**src/rtl/nodemem_arbiter_pkg.sv**
```systemverilog
// Shared definitions for the node-information memory arbiter:
// memory geometry, FSM state encoding and requester indices.
package nodemem_arbiter_pkg;

    localparam int MEM_DEPTH  = 2048;
    localparam int MEM_WIDTH  = 8;
    localparam int WORD_WIDTH = 16;

    // Requester slots on the req/gnt/ack vectors
    localparam int REQ_RX     = 0;
    localparam int REQ_BESTNB = 1;
    localparam int REQ_QUPD   = 2;

    // Word access sequencer: arbitrate, two byte cycles, capture, acknowledge
    typedef enum logic [2:0] {
        S_IDLE,
        S_B0,
        S_B1,
        S_CAP,
        S_ACK
    } state_t;

endpackage

```
**src/rtl/nodemem_arbiter_rr_arbiter.sv**
```systemverilog
// One-hot winner selection for the node-memory arbiter.
// Default: round-robin, searching upward from (last winner + 1) mod NREQ.
// With NODEMEM_FIXED_PRIO_EN defined: fixed priority, req[0] highest, so the
// RX table writer can never be starved; the pointer input is then ignored.
module rr_arbiter #(
    parameter int NREQ  = 3,
    parameter int PTR_W = (NREQ > 1) ? $clog2(NREQ) : 1
) (
    input  logic [NREQ-1:0]  req,
    input  logic [PTR_W-1:0] last,
    output logic [NREQ-1:0]  winner
);

    logic found;

`ifdef NODEMEM_FIXED_PRIO_EN
    logic unused_last;
    assign unused_last = ^last;

    // Lowest-index requester wins
    always_comb begin
        winner = '0;
        found  = 1'b0;
        for (int i = 0; i < NREQ; i++) begin
            if (!found && req[i]) begin
                winner[i] = 1'b1;
                found     = 1'b1;
            end
        end
    end
`else
    // First requester at or after last+1, wrapping modulo NREQ
    always_comb begin
        winner = '0;
        found  = 1'b0;
        for (int k = 1; k <= NREQ; k++) begin
            if (!found && req[(int'(last) + k) % NREQ]) begin
                winner[(int'(last) + k) % NREQ] = 1'b1;
                found                            = 1'b1;
            end
        end
    end
`endif

endmodule

```
**src/rtl/nodemem_arbiter.sv**
```systemverilog
// Node-information memory arbiter. Three engines share one byte-wide
// synchronous RAM; each 16-bit word access is serialised as two byte cycles
// (big-endian: high byte at A, low byte at A+1, wrapping at the top).
// Build option: NODEMEM_FIXED_PRIO_EN selects fixed priority instead of
// round-robin; timing and ports are identical in both builds.
module nodemem_arbiter
    import nodemem_arbiter_pkg::*;
#(
    parameter int NREQ   = 3,
    parameter int ADDR_W = $clog2(MEM_DEPTH),
    parameter int WORD_W = WORD_WIDTH,
    parameter int MEM_W  = MEM_WIDTH
) (
    input  logic                   clock,
    input  logic                   nrst,
    input  logic [NREQ-1:0]        req,
    input  logic [NREQ-1:0]        we,
    input  logic [NREQ*ADDR_W-1:0] addr,
    input  logic [NREQ*WORD_W-1:0] wdata,
    output logic [NREQ-1:0]        gnt,
    output logic [NREQ-1:0]        ack,
    output logic [WORD_W-1:0]      rdata,
    output logic [ADDR_W-1:0]      mem_addr,
    output logic [MEM_W-1:0]       mem_wdata,
    output logic                   mem_wr_en,
    input  logic [MEM_W-1:0]       mem_rdata
);

    localparam int PTR_W = (NREQ > 1) ? $clog2(NREQ) : 1;

    state_t             state;
    logic [PTR_W-1:0]   last;
    logic [NREQ-1:0]    win;
    logic [PTR_W-1:0]   win_idx;
    logic [PTR_W-1:0]   gnt_idx;
    logic               we_q;
    logic [ADDR_W-1:0]  addr_q;
    logic [ADDR_W-1:0]  addr_lo;
    logic [WORD_W-1:0]  wdata_q;
    logic [MEM_W-1:0]   hi_q;

    rr_arbiter #(
        .NREQ  (NREQ),
        .PTR_W (PTR_W)
    ) u_arb (
        .req    (req),
        .last   (last),
        .winner (win)
    );

    // Index of the arbitration winner, used to pick its request fields
    always_comb begin
        win_idx = '0;
        for (int i = 0; i < NREQ; i++)
            if (win[i]) win_idx = PTR_W'(i);
    end

    // Index of the current grant, becomes the new round-robin pointer
    always_comb begin
        gnt_idx = '0;
        for (int i = 0; i < NREQ; i++)
            if (gnt[i]) gnt_idx = PTR_W'(i);
    end

    // Low byte address; wraps naturally at the top of the byte space
    assign addr_lo = addr_q + ADDR_W'(1);

    // Access sequencer with registered gnt/ack/rdata. The high read byte is
    // parked in hi_q so rdata changes only once, when a read completes.
    always_ff @(posedge clock) begin
        if (!nrst) begin
            state   <= S_IDLE;
            gnt     <= '0;
            ack     <= '0;
            rdata   <= '0;
            last    <= PTR_W'(NREQ - 1);
            we_q    <= 1'b0;
            addr_q  <= '0;
            wdata_q <= '0;
            hi_q    <= '0;
        end else begin
            case (state)
                S_IDLE: begin
                    if (|req) begin
                        gnt     <= win;
                        we_q    <= we[win_idx];
                        addr_q  <= addr[win_idx*ADDR_W +: ADDR_W];
                        wdata_q <= wdata[win_idx*WORD_W +: WORD_W];
                        state   <= S_B0;
                    end
                end
                S_B0: begin
                    state <= S_B1;
                end
                S_B1: begin
                    if (!we_q) hi_q <= mem_rdata;
                    state <= S_CAP;
                end
                S_CAP: begin
                    if (!we_q) rdata <= {hi_q, mem_rdata};
                    ack   <= gnt;
                    state <= S_ACK;
                end
                S_ACK: begin
                    ack   <= '0;
                    gnt   <= '0;
                    last  <= gnt_idx;
                    state <= S_IDLE;
                end
                default: begin
                    state <= S_IDLE;
                end
            endcase
        end
    end

    // Memory port decoded from the state and the latched request
    always_comb begin
        mem_addr  = '0;
        mem_wdata = '0;
        mem_wr_en = 1'b0;
        case (state)
            S_B0: begin
                mem_addr = addr_q;
                if (we_q) begin
                    mem_wdata = wdata_q[WORD_W-1 -: MEM_W];
                    mem_wr_en = 1'b1;
                end
            end
            S_B1: begin
                mem_addr = addr_lo;
                if (we_q) begin
                    mem_wdata = wdata_q[MEM_W-1:0];
                    mem_wr_en = 1'b1;
                end
            end
            S_CAP: begin
                mem_addr = addr_lo;
            end
            default: ;
        endcase
    end

endmodule
```
**config.mk**
```make
export PLATFORM = sky130hd
export DESIGN_NAME = nodemem_arbiter
export DESIGN_NICKNAME = d
export VERILOG_FILES = /design/src/rtl/nodemem_arbiter_pkg.sv /design/src/rtl/nodemem_arbiter_rr_arbiter.sv /design/src/rtl/nodemem_arbiter.sv
export SDC_FILE = /design/constraint.sdc
export NUM_CORES = 1
export LEC_CHECK = 0
export ABC_AREA = 1
export CAP_MARGIN = 0
export CORE_UTILIZATION = 45
export CTS_CLUSTER_SIZE = 12
export DETAILED_ROUTE_END_ITERATION = 8
export GPL_ROUTABILITY_DRIVEN = 0
export PLACE_DENSITY = 0.82
export SLEW_MARGIN = 20
export SYNTH_ARGS = -nofsm -noshare
export SYNTH_HDL_FRONTEND = slang
export SYNTH_SLANG_ARGS = --single-unit
```
**constraint.sdc**
```tcl
create_clock -name clock -period 2.9 [get_ports clock]
set_clock_uncertainty 0.2 [all_clocks]
set_input_delay 0.58 -clock clock [delete_from_list [all_inputs] [get_ports clock]]
set_output_delay 0.58 -clock clock [all_outputs]
set_load 0.1 [all_outputs]
```
==> impl_metrics.ini <==
[run_status]
outcome = complete, no violations

[worst_setup_path]
worstPathArrival_ns = 2.04
critPathKind = register to output port
cp.required_ns = 2.12
crit_path_end_kind = output port
critPathMaxFanout = 4
start_kind = register

[placement]
io_buffers = 138
pre_cts_slack_ns = 0.143
place_area_um2 = 5420
dpl.hpwl_um = 8990

[logic_synthesis]
ys_seq_area_share_pct = 34.4
yosys_warnings = 0
synth_seq_cells = 63
syn_area_um2 = 3670
postSynthNetCount = 665
avgSynthCellArea_um2 = 6.51
synth_cell_types = 35
syn_inst = 563

[cts]
cts_root_buf = clkbuf_8
cts.htree.levels = 3
cts_made_buffers = 9
insertion_delay_ns = 0.35
clock_path_buffers = 2
postCtsHoldBufs = 0
clock-sinks = 63
clk_pin_slew_worst_paths_ns = 0.08
cts_tree = done

[pwr]
p_leak_uw = 0.00266
p_comb_share_pct = 36.1
p_per_area_nw_per_um2 = 511
ir_drop_v = 0.000254
power_frac_seq_pct = 34.1
clockPowerShare_pct = 29.9
power_switching_uw = 1130
swShare_pct = 38.0
p_int_uw = 1840

[die]
ioPinCount = 139
die_h_um = 92.3
die_area_um2 = 8510
core-area_um2 = 7810
die_x_um = 92.3
initial_core_util_pct = 47.0
std_cell_rows = 32

[timing]
fin_crit_sh_pct = 97.4
tightestPinTransition_ns = 0.450
worst_slack_ns = 0.0764
rsz0062_at_grt = true
fin_tns_setup_ns = 0
post-route-min-period_ns = 2.82
hold_ws_ns = 0.264
finalHoldViolations = 0
slew_headroom_pct = 70.0
max_freq_mhz = 354
finalSetupViolCount = 0
final_max_slew_viol_count = 0

[run]
maxCapViolations = 0

[final_layout]
final_area_um2 = 5810
fin_util_pct = 74.4
nets = 814
area_growth_pct = 58.4
seq_area_um2 = 1270
diodes = 0
multi_input_area_um2 = 2110
num-fill-cells = 587
drive_gt1_share_pct = 19.7

[global_routing]
grt_pass1_vias = 4217
grt_max_degree = 24
antenna_found_initial = 0
grt_use_total_pct = 29.4
grt_first_pass_wirelength_um = 19600
grt-ovfl-total = 0

[detailed_routing]
via_per_inst = 5.46
avgRoutedWirePerCell_um = 15.3
num_vias = 4468
drtAntennaViolNets = 0
drc = 0
routed_wl_um = 12500
drt-initial-drc-count = 302
firstDrtPassIters = 5

[min_path]
worst_hold_path_type = register to register
[sequential cells by signal, indices dropped and copies added (netlist names)]
name,flops
wdata_q,16
state,3
gnt,3
hi_q,8
we_q,1
last,2
addr_q,11
rdata,16
ack,3
[metrics by stage]
stage / total power (µW) / cells
after CTS: 2940 / 816
final: 2970 / 819
after global placement: 2030 / 795
after global routing: 3080 / 819
after detailed placement: 2050 / 795
after floorplan: 1660 / 563
[per-layer routing]
layer	share of wire, %	global-route usage, %	routed length [µm]
met2	49	52.1	6120
met5	0	0	0
met4	2.8	13.2	346
met3	8.4	7.71	1050
met1	40	32.9	5000
[layout by cell type, fill, tap and decap left out, types with 5 or more instances in the layout]
master,synthesis,routed
nand3_2,5,7
a21oi_1,49,49
buf_12,0,18
o21ai_0,27,22
inv_1,77,74
o31ai_2,0,7
clkbuf_8,0,9
nand2_2,5,6
o21ai_1,2,5
inv_2,6,9
nand3_1,92,90
buf_4,2,51
dfxtp_1,63,60
clkdlybuf4s50_1,0,96
or2_0,19,19
nand2_1,97,95
nor2_1,51,47
[Yosys cell counts]
cell,instances,share of area [%]
nand2_1,97,9.9
nand3_1,92,13
inv_1,77,7.9
dfxtp_1,63,34
nor2_1,51,5.2
a21oi_1,49,6.7
o21ai_0,27,3.7
or2_0,19,3.2
buf_2,13,1.8
clkbuf_1,13,1.3
o31ai_1,7,1.4
inv_2,6,0.61
ha_1,5,1.7
nand2_2,5,0.85
nand3_2,5,1.4
o32ai_1,4,0.96
a32o_1,3,0.82
nand3b_1,3,0.61
a211oi_1,2,0.41
a31oi_1,2,0.34
buf_4,2,0.41
nand2_4,2,0.61
nor2_4,2,0.61
nor3_1,2,0.27
o21ai_1,2,0.27
a22oi_1,1,0.20
buf_6,1,0.31
clkinv_1,1,0.10
nor2_2,1,0.17
nor4_1,1,0.17
o211ai_1,1,0.20
o21ai_2,1,0.24
o22ai_1,1,0.17
or2_2,1,0.17
xor2_1,1,0.24
[critical path, cell delays in order (launching register included)]
cell and delay, ns:
dfxtp_2 0.37, inv_2 0.07, nor3_4 0.27, nand3_2 0.13
nor2_4 0.16, nand3_2 0.10, o21ai_1 0.14, nand3_1 0.08
o21ai_1 0.14, clkbuf_16 0.25
[worst paths after layout]
| check | start | end | slack (ns) | cells past startpoint |
|---|---|---|---|---|
| min | hi_q[7] | hi_q[7] | 0.26 | 2 |
| max reg2reg | last[0] | wdata_q[4] | 0.31 | 15 |
| min reg2reg | hi_q[7] | hi_q[7] | 0.26 | 2 |
| max | addr_q[0] | mem_addr[9] | 0.08 | 9 |
[final cells by class]
class,instances,share of cell area (%)
multi-input cells,387,36.4
repair buffers,167,30.2
flip-flops and latches,63,21.8
inverters,84,5.43
well taps,102,2.20
clock buffers,9,2.13
clock inverters,7,1.79
[kinds of logic after synthesis]
| kind of cell | synth area share, % |
|---|---|
| fa+ha+maj | 1.71 |
| xor+xnor | 0.239 |
| compound gates | 15.4 |
| flops | 34.4 |
| simple gates | 35.8 |
| buf+inv | 12.4 |
[power by group through the flow]
stage	registers (µW)	logic, µW	clock network (µW)
3_3_place_gp	1020	1010	0
2_1_floorplan	1100	561	0
6_report	1010	1070	886
5_1_grt	1020	1140	921
3_5_place_dp	1020	1030	0
4_1_cts	1000	1060	883
[what timing repair did]
item	CTS	global route
setup buffers	5	3
pin swaps	3	7
setup endpoints to repair	3	3
gates resized for setup	16	16
No activity file was read; power rests on OpenSTA's default activity.
